File: config.mk
export PLATFORM = sky130hd
export DESIGN_NAME = hazard_sequencer
export DESIGN_NICKNAME = d
export VERILOG_FILES = /design/src/rtl/hazard_sequencer.sv
export SDC_FILE = /design/constraint.sdc
export NUM_CORES = 1
export LEC_CHECK = 0
export ABC_AREA = 1
export CORE_UTILIZATION = 37
export DETAILED_ROUTE_END_ITERATION = 10
export PLACE_DENSITY_LB_ADDON = 0.2
export SLEW_MARGIN = 40
export SYNTH_ARGS = -nofsm -noshare
export SYNTH_HDL_FRONTEND = slang
export SYNTH_SLANG_ARGS = --single-unit
File: constraint.sdc
create_clock -name clk -period 1.5 [get_ports clk]
set_input_delay 0.225 -clock clk [delete_from_list [all_inputs] [get_ports clk]]
set_output_delay 0.225 -clock clk [all_outputs]
set_load 0.02 [all_outputs]
File: src/rtl/hazard_sequencer.sv
// -----------------------------------------------------------------------------
// hazard_sequencer
//   Central pipeline-control sequencer. It owns every stall/flush enable of the
//   pipeline and arbitrates between load-use, branch-mispredict, I-cache-miss
//   and D-cache-miss events. A three-state FSM (RUN/IMISS/DMISS) covers the
//   multi-cycle cache waits. A watchdog raises a sticky error when a miss wait
//   lasts MISS_TIMEOUT cycles. The stall/flush outputs are combinational from
//   the registered state and the current inputs, so they take effect in the
//   same cycle.
//
//   Parameters
//     MISS_TIMEOUT   cycles spent in IMISS/DMISS before TimeoutErr sets
//
//   Optional feature
//     HAZARD_PERF_CNT_EN  builds the StallCycles/FlushEvents counters. When it
//                         is undefined, both ports are tied to zero.
//
//   Ports
//     clk, reset_n            clock (rising edge), async active-low reset
//     LoadUseHazD             D-stage source matches E-stage load Rd
//     BranchMispredE          E-stage branch resolved against prediction
//     ICacheMissF/ReadyF      fetch miss (held) / fill done (pulse)
//     DCacheMissM/ReadyM      data miss (held) / fill done (pulse)
//     StallF/D/E/M            hold the matching pipeline register
//     FlushD/E/W              clear the matching pipeline register to a bubble
//     ICacheAbort             cancel an in-flight wrong-path I-fill (pulse)
//     TimeoutErr              sticky watchdog flag
//     StallCycles/FlushEvents 32-bit performance counters
// -----------------------------------------------------------------------------
module hazard_sequencer #(
    parameter int MISS_TIMEOUT = 255
) (
    input  logic        clk,
    input  logic        reset_n,
    input  logic        LoadUseHazD,
    input  logic        BranchMispredE,
    input  logic        ICacheMissF,
    input  logic        ICacheReadyF,
    input  logic        DCacheMissM,
    input  logic        DCacheReadyM,
    output logic        StallF,
    output logic        StallD,
    output logic        StallE,
    output logic        StallM,
    output logic        FlushD,
    output logic        FlushE,
    output logic        FlushW,
    output logic        ICacheAbort,
    output logic        TimeoutErr,
    output logic [31:0] StallCycles,
    output logic [31:0] FlushEvents
);

    localparam int CW = $clog2(MISS_TIMEOUT + 1);
    localparam logic [CW-1:0] WMAX = CW'(MISS_TIMEOUT);

    typedef enum logic [1:0] {RUN, IMISS, DMISS} state_t;

    typedef struct packed {
        logic stall_f;
        logic stall_d;
        logic stall_e;
        logic stall_m;
        logic flush_d;
        logic flush_e;
        logic flush_w;
        logic icache_abort;
    } ctl_t;

    state_t          state, state_nxt;
    ctl_t            ctl;
    logic [CW-1:0]   wcnt, wcnt_inc;
    logic            in_miss, entering;
    logic            timeout_q;

    // ---------------------------------------------------------------- FSM reg
    always_ff @(posedge clk or negedge reset_n) begin
        if (!reset_n) state <= RUN;
        else          state <= state_nxt;
    end

    // ------------------------------------------ next state and control enables
    always_comb begin
        state_nxt = state;
        ctl       = '0;
        unique case (state)
            RUN: begin
                if (DCacheMissM)                          state_nxt = DMISS;
                else if (ICacheMissF && !BranchMispredE)  state_nxt = IMISS;

                if (BranchMispredE) begin
                    // The mispredict wins over a load-use stall: the
                    // dependent instruction is on the wrong path anyway.
                    ctl.flush_d = 1'b1;
                    ctl.flush_e = 1'b1;
                end else if (LoadUseHazD) begin
                    // Hold F/D and push a bubble into E. A concurrent I-miss
                    // must not flush D while D is held.
                    ctl.stall_f = 1'b1;
                    ctl.stall_d = 1'b1;
                    ctl.flush_e = 1'b1;
                end else if (ICacheMissF) begin
                    // D advances into E and a bubble enters D.
                    ctl.stall_f = 1'b1;
                    ctl.flush_d = 1'b1;
                end
            end

            IMISS: begin
                if (BranchMispredE)    state_nxt = RUN;
                else if (ICacheReadyF) state_nxt = RUN;
                else if (DCacheMissM)  state_nxt = DMISS;

                if (BranchMispredE) begin
                    // The pending fill is on the wrong path. Drop it and let
                    // F fetch the redirect target.
                    ctl.flush_d      = 1'b1;
                    ctl.flush_e      = 1'b1;
                    ctl.icache_abort = 1'b1;
                end else if (LoadUseHazD) begin
                    ctl.stall_f = 1'b1;
                    ctl.stall_d = 1'b1;
                    ctl.flush_e = 1'b1;
                end else begin
                    ctl.stall_f = 1'b1;
                    ctl.flush_d = 1'b1;
                end
            end

            DMISS: begin
                // Miss inputs are sampled again on the exit cycle. An I-miss
                // that is still pending is serviced next.
                if (DCacheReadyM) state_nxt = ICacheMissF ? IMISS : RUN;

                // The whole front of the pipe freezes and W takes bubbles.
                // A mispredict in E is held with E and shows up again after
                // the exit.
                ctl.stall_f = 1'b1;
                ctl.stall_d = 1'b1;
                ctl.stall_e = 1'b1;
                ctl.stall_m = 1'b1;
                ctl.flush_w = 1'b1;
            end

            default: begin
                state_nxt = RUN;
            end
        endcase
    end

    assign StallF      = ctl.stall_f;
    assign StallD      = ctl.stall_d;
    assign StallE      = ctl.stall_e;
    assign StallM      = ctl.stall_m;
    assign FlushD      = ctl.flush_d;
    assign FlushE      = ctl.flush_e;
    assign FlushW      = ctl.flush_w;
    assign ICacheAbort = ctl.icache_abort;

    // --------------------------------------------------------------- watchdog
    // The counter restarts on every entry into a miss state, including a
    // DMISS->IMISS hand-off. It saturates at MISS_TIMEOUT, so it never wraps
    // back below the threshold.
    assign in_miss  = (state != RUN);
    assign entering = (state_nxt != RUN) && (state_nxt != state);
    assign wcnt_inc = (wcnt == WMAX) ? wcnt : wcnt + CW'(1);

    always_ff @(posedge clk or negedge reset_n) begin
        if (!reset_n) begin
            wcnt      <= '0;
            timeout_q <= 1'b0;
        end else begin
            if (entering)     wcnt <= '0;
            else if (in_miss) wcnt <= wcnt_inc;

            if (in_miss && (wcnt_inc == WMAX)) timeout_q <= 1'b1;
        end
    end

    assign TimeoutErr = timeout_q;

    // ----------------------------------------------------- performance counters
`ifdef HAZARD_PERF_CNT_EN
    logic [31:0] stall_cycles_q, flush_events_q;

    always_ff @(posedge clk or negedge reset_n) begin
        if (!reset_n) begin
            stall_cycles_q <= '0;
            flush_events_q <= '0;
        end else begin
            if (ctl.stall_d)                    stall_cycles_q <= stall_cycles_q + 32'd1;
            if (ctl.flush_e && BranchMispredE)  flush_events_q <= flush_events_q + 32'd1;
        end
    end

    assign StallCycles = stall_cycles_q;
    assign FlushEvents = flush_events_q;
`else
    assign StallCycles = '0;
    assign FlushEvents = '0;
`endif

endmodule
Word level (Yosys, flattened, before mapping). Cells that the tools add are included.

Mux-type cells: 26. Add/sub/neg operators: 1. Eq/ne operators: 5. Reductions and logical operators: 8.

Operator list (number): 8-bit 2-to-1 mux (3); 2-bit 2-to-1 mux (11); 8-bit == test (second input constant) (2); 2-bit one-hot mux with 3 select lines (2); 1-bit 2-to-1 mux (9); 8-bit by 1-bit adder with 8-bit output (second input constant) (1); 2-bit nonzero test (3); 2-bit one-hot mux with 2 select lines (1); 1-bit logical AND (3); 2-bit by 1-bit == test with 1-bit output (second input constant) (1); 2-bit == test (second input constant) (1); 2-bit zero test (1); 2-bit inequality test (1); 1-bit zero test (1).

Logic and storage cells: 43. Bits of input ports: 8. Register bits after elaboration: 11. Output and inout port bits: 73.

Longest topological paths before layout.
Depth in word-level cells: 8. Mapped depth: 11. Mapped depth without buffers: 11.

Worst setup path before layout. OpenSTA, ideal clock, no wires.

Path kind: reg-to-output. Start point: reg state[1]. End point: out StallF. Buffers on the path: 1. Data required time: 1275 ps. Stages on the path, launching flop included: 5. Arrival time: 1172 ps. Path slack: 103 ps. Cells stage by stage: dfrtp_1 buf_2 nor2_2 inv_1 o21ai_0.

Cells in the longest elaborated chain, start to end: 2. Elaborated cells on any way between the ends: 4. Classes of those cells: eq/ne (2); mux (1); reduce/logical (1).

Ends and longest elaborated chain: from (decl) (RTL line 70) `state_t state, state_nxt;`; from (signal assigned) (RTL line 79) `else state <= state_nxt;`; 2-bit == test (tied with other cells) (RTL line 86) `unique case (state)`; 2-bit one-hot mux with 3 select lines (*) (RTL line 86); to (decl) (RTL line 41) `output logic StallF,`.

Mark *: on every way between the ends. The rest lies on a longest branch, timed or not.

Worst setup path after layout. Same ends and word-level chain as after synthesis.

==> qor.yml <==
run_status: "complete, no violations"
tns_ns: 0
dp.cells: 273
synth.distinct_cells: 22
ff2ff_setup_slack_ns: 0.11
ctsHtreeMaxLevel: 1
async_reset_ff_share_pct: 100
ff_latch_area_um2: 277
placement.io_buffers: 16
rsz0062_at_grt: "yes"
cts.sinks: 11
cts_tree: "built"
crit_top_cell: "o21ai_1"
boundaryPins: 81
pre_cts_slack_ns: -0.471
die_area_um2: 3800
r2r_start: "wcnt[1]$_DFFE_PN0P_"
viasPerCell: 3.83
wire_per_inst_um: 8.13
n_antenna_cell: 0
core_um2: 3360
synthTopCellsByArea: "buf_4, dfrtp_1, nand2_1, nor2_1, inv_1"
r2r.worst_path.cells: 11
hpwl_mm: 1.81
nNetsFinal: 241
cts_made_buffers: 3
stdcell_area_um2: 1460
die_y_um: 61.6
multi_input_area_um2: 729
ys_seq_elements: 11
clk_latency_ns: 0.27
synth_top_area_cell: "buf_4"
fin_cells: 277
critical_path_class: "flip-flop to output pin"
synth_common_cells: "buf_4, nand2_1, nor2_1"
vias: 1062
grt_pass1_vias: 851
critical_path_required_ns: 1.27
path_cells: "a21oi_2 > inv_1 > o21ai_1 > o21ai_1 > buf_4"
drc_errors: 0
power_w: 0.00163
critPathLaunchType: "flip-flop"
fin_skew_ns: 0.00954
final.period_utilization_pct: 99.5
ant_nets: 0
overflow: 0
final-setup-viol-count: 0
maxCapViolations: 0
syn2layout_area_growth_pct: 10.8
fmax_ghz: 0.670
firstDrtPassIters: 4
rr_endpoint: "TimeoutErr$_DFFE_PN0P_"
grt_pass1_wl_mm: 3.69
slowest_delay_ns: 0.45
ys_seq_area_share_pct: 20.9
setup_ws_ns: 0.00779
place_congestion: 0.774
worstMarginPinSlew_ns: 0.568
vdd_drop_max_v: 0.000552
syn_avg_cell_area_um2: 6.78
yosysWarnings: 0
drt_iter0_drc: 25
start_util_pct: 39.1
fin_crit_ns: 1.49
slew_viol_final: 0
antenna_found_initial: 0
powerDensity_nw_per_um2: 1120
placed_area_um2: 1430
synth_area_um2: 1320
track_usage_pct: 13.4
finalHoldViolCount: 0
layout-drive-gt1-share_pct: 21.2
worstPathMaxFanout: 5
grt_max_degree: 12
finalWirelength_mm: 2.25
maxSlewHeadroom_pct: 62.0
p_leak_nw: 0.824
nFillCells: 366
worstHoldPathType: "input port to async pin"
fp.dieW_um: 61.6
cts_buffer_depth: 2
synth_ff_type: "dfrtp_1"
netlist.area_leader.share_pct: 37.7
syn_inst: 194
slowest_stage: "dfrtp_2"
synth_most_common_cell: "buf_4"
cp-end-kind: "output pin"
cp.arrival_ns: 1.27
placementRows: 21
clk_pin_slew_worst_paths_ns: 0.08
synth-edff-count: 0
cts_root_buf: "clkbuf_4"
[worst max path at each step]
stage,start,endpoint,slack (ns),depth (start not counted)
2_1_floorplan,state[1]$_DFF_PN0_,StallF,0.10,4
3_3_place_gp,BranchMispredE,FlushD,-0.46,6
3_5_place_dp,BranchMispredE,StallF,-0.47,7
4_1_cts,BranchMispredE,StallF,-0.02,7
5_1_grt,wcnt[1]$_DFFE_PN0P_,TimeoutErr$_DFFE_PN0P_,-0.07,11
6_report,state[1]$_DFF_PN0_,StallF,0.008,5
[cells by family after synthesis]
| group | synth area share [%] |
|---|---|
| adders and majority gates | 0.951 |
| buffers and inverters | 43.9 |
| other | 0.285 |
| AOI/OAI and AO/OA | 7.33 |
| xor gates and xnor gates | 1.33 |
| DFF | 20.9 |
| and+or+nand+nor | 25.3 |
[power by group]
part / internal, W / switching [W] / leakage (nW)
clock: 0.000103 / 0.000104 / 0.0150
sequential: 0.000347 / 0.0000614 / 0.145
combinational: 0.000401 / 0.000617 / 0.663
[cell type report]
| cell class | instances | share of cell area, % |
|---|---|---|
| sequential | 11 | 19.0 |
| inverter | 19 | 4.90 |
| clock buffer | 4 | 1.80 |
| tap | 46 | 3.95 |
| timing repair buffer | 38 | 20.3 |
| multi-input combinational | 159 | 50.1 |
[repair_timing]
action | 4_1_cts | 5_1_grt
hold buffers | 0 | 0
gates resized for setup | 38 | 13
pin swaps | 0 | 3
buffers inserted | 0 | 0
endpoints found under the setup margin | 8 | 14
[through the flow]
stage | utilization (%) | hold WS, ns
2_1_floorplan | - | -0.0706
3_3_place_gp | 42.5 | 0.456
3_5_place_dp | 42.5 | 0.482
4_1_cts | 42.5 | 0.324
5_1_grt | 43.3 | 0.326
6_report | 43.3 | 0.312
[critical path: cells and delay by family, from the launching register on]
kind | cells | cell delay [ns]
buffers and inverters | 2 | 0.22
AOI/OAI and AO/OA | 3 | 0.33
DFF | 1 | 0.45
[placed cells by master (no fill, tap or decap), types with 6 or more instances in the layout]
cell type	instances
conb_1	64
nand2_1	31
buf_4	24
nor2_1	20
inv_1	17
dfrtp_1	10
nand3_1	9
a21oi_1	9
clkdlybuf4s50_1	6
buf_2	6
[registers in the layout (all words and copies together) (netlist names)]
register	cells
state	2
TimeoutErr	1
wcnt	8
[metal layers]
metal / global-route usage, % / routed length (um) / vias to the layer above
li1: - / - / 548
met1: 18.2 / 1040 / 459
met2: 21.0 / 1070 / 51
met3: 1.68 / 106 / 4
met4: 6.67 / 41 / 0
met5: 0 / 0 / -
No activity file was read; power rests on OpenSTA's default activity.
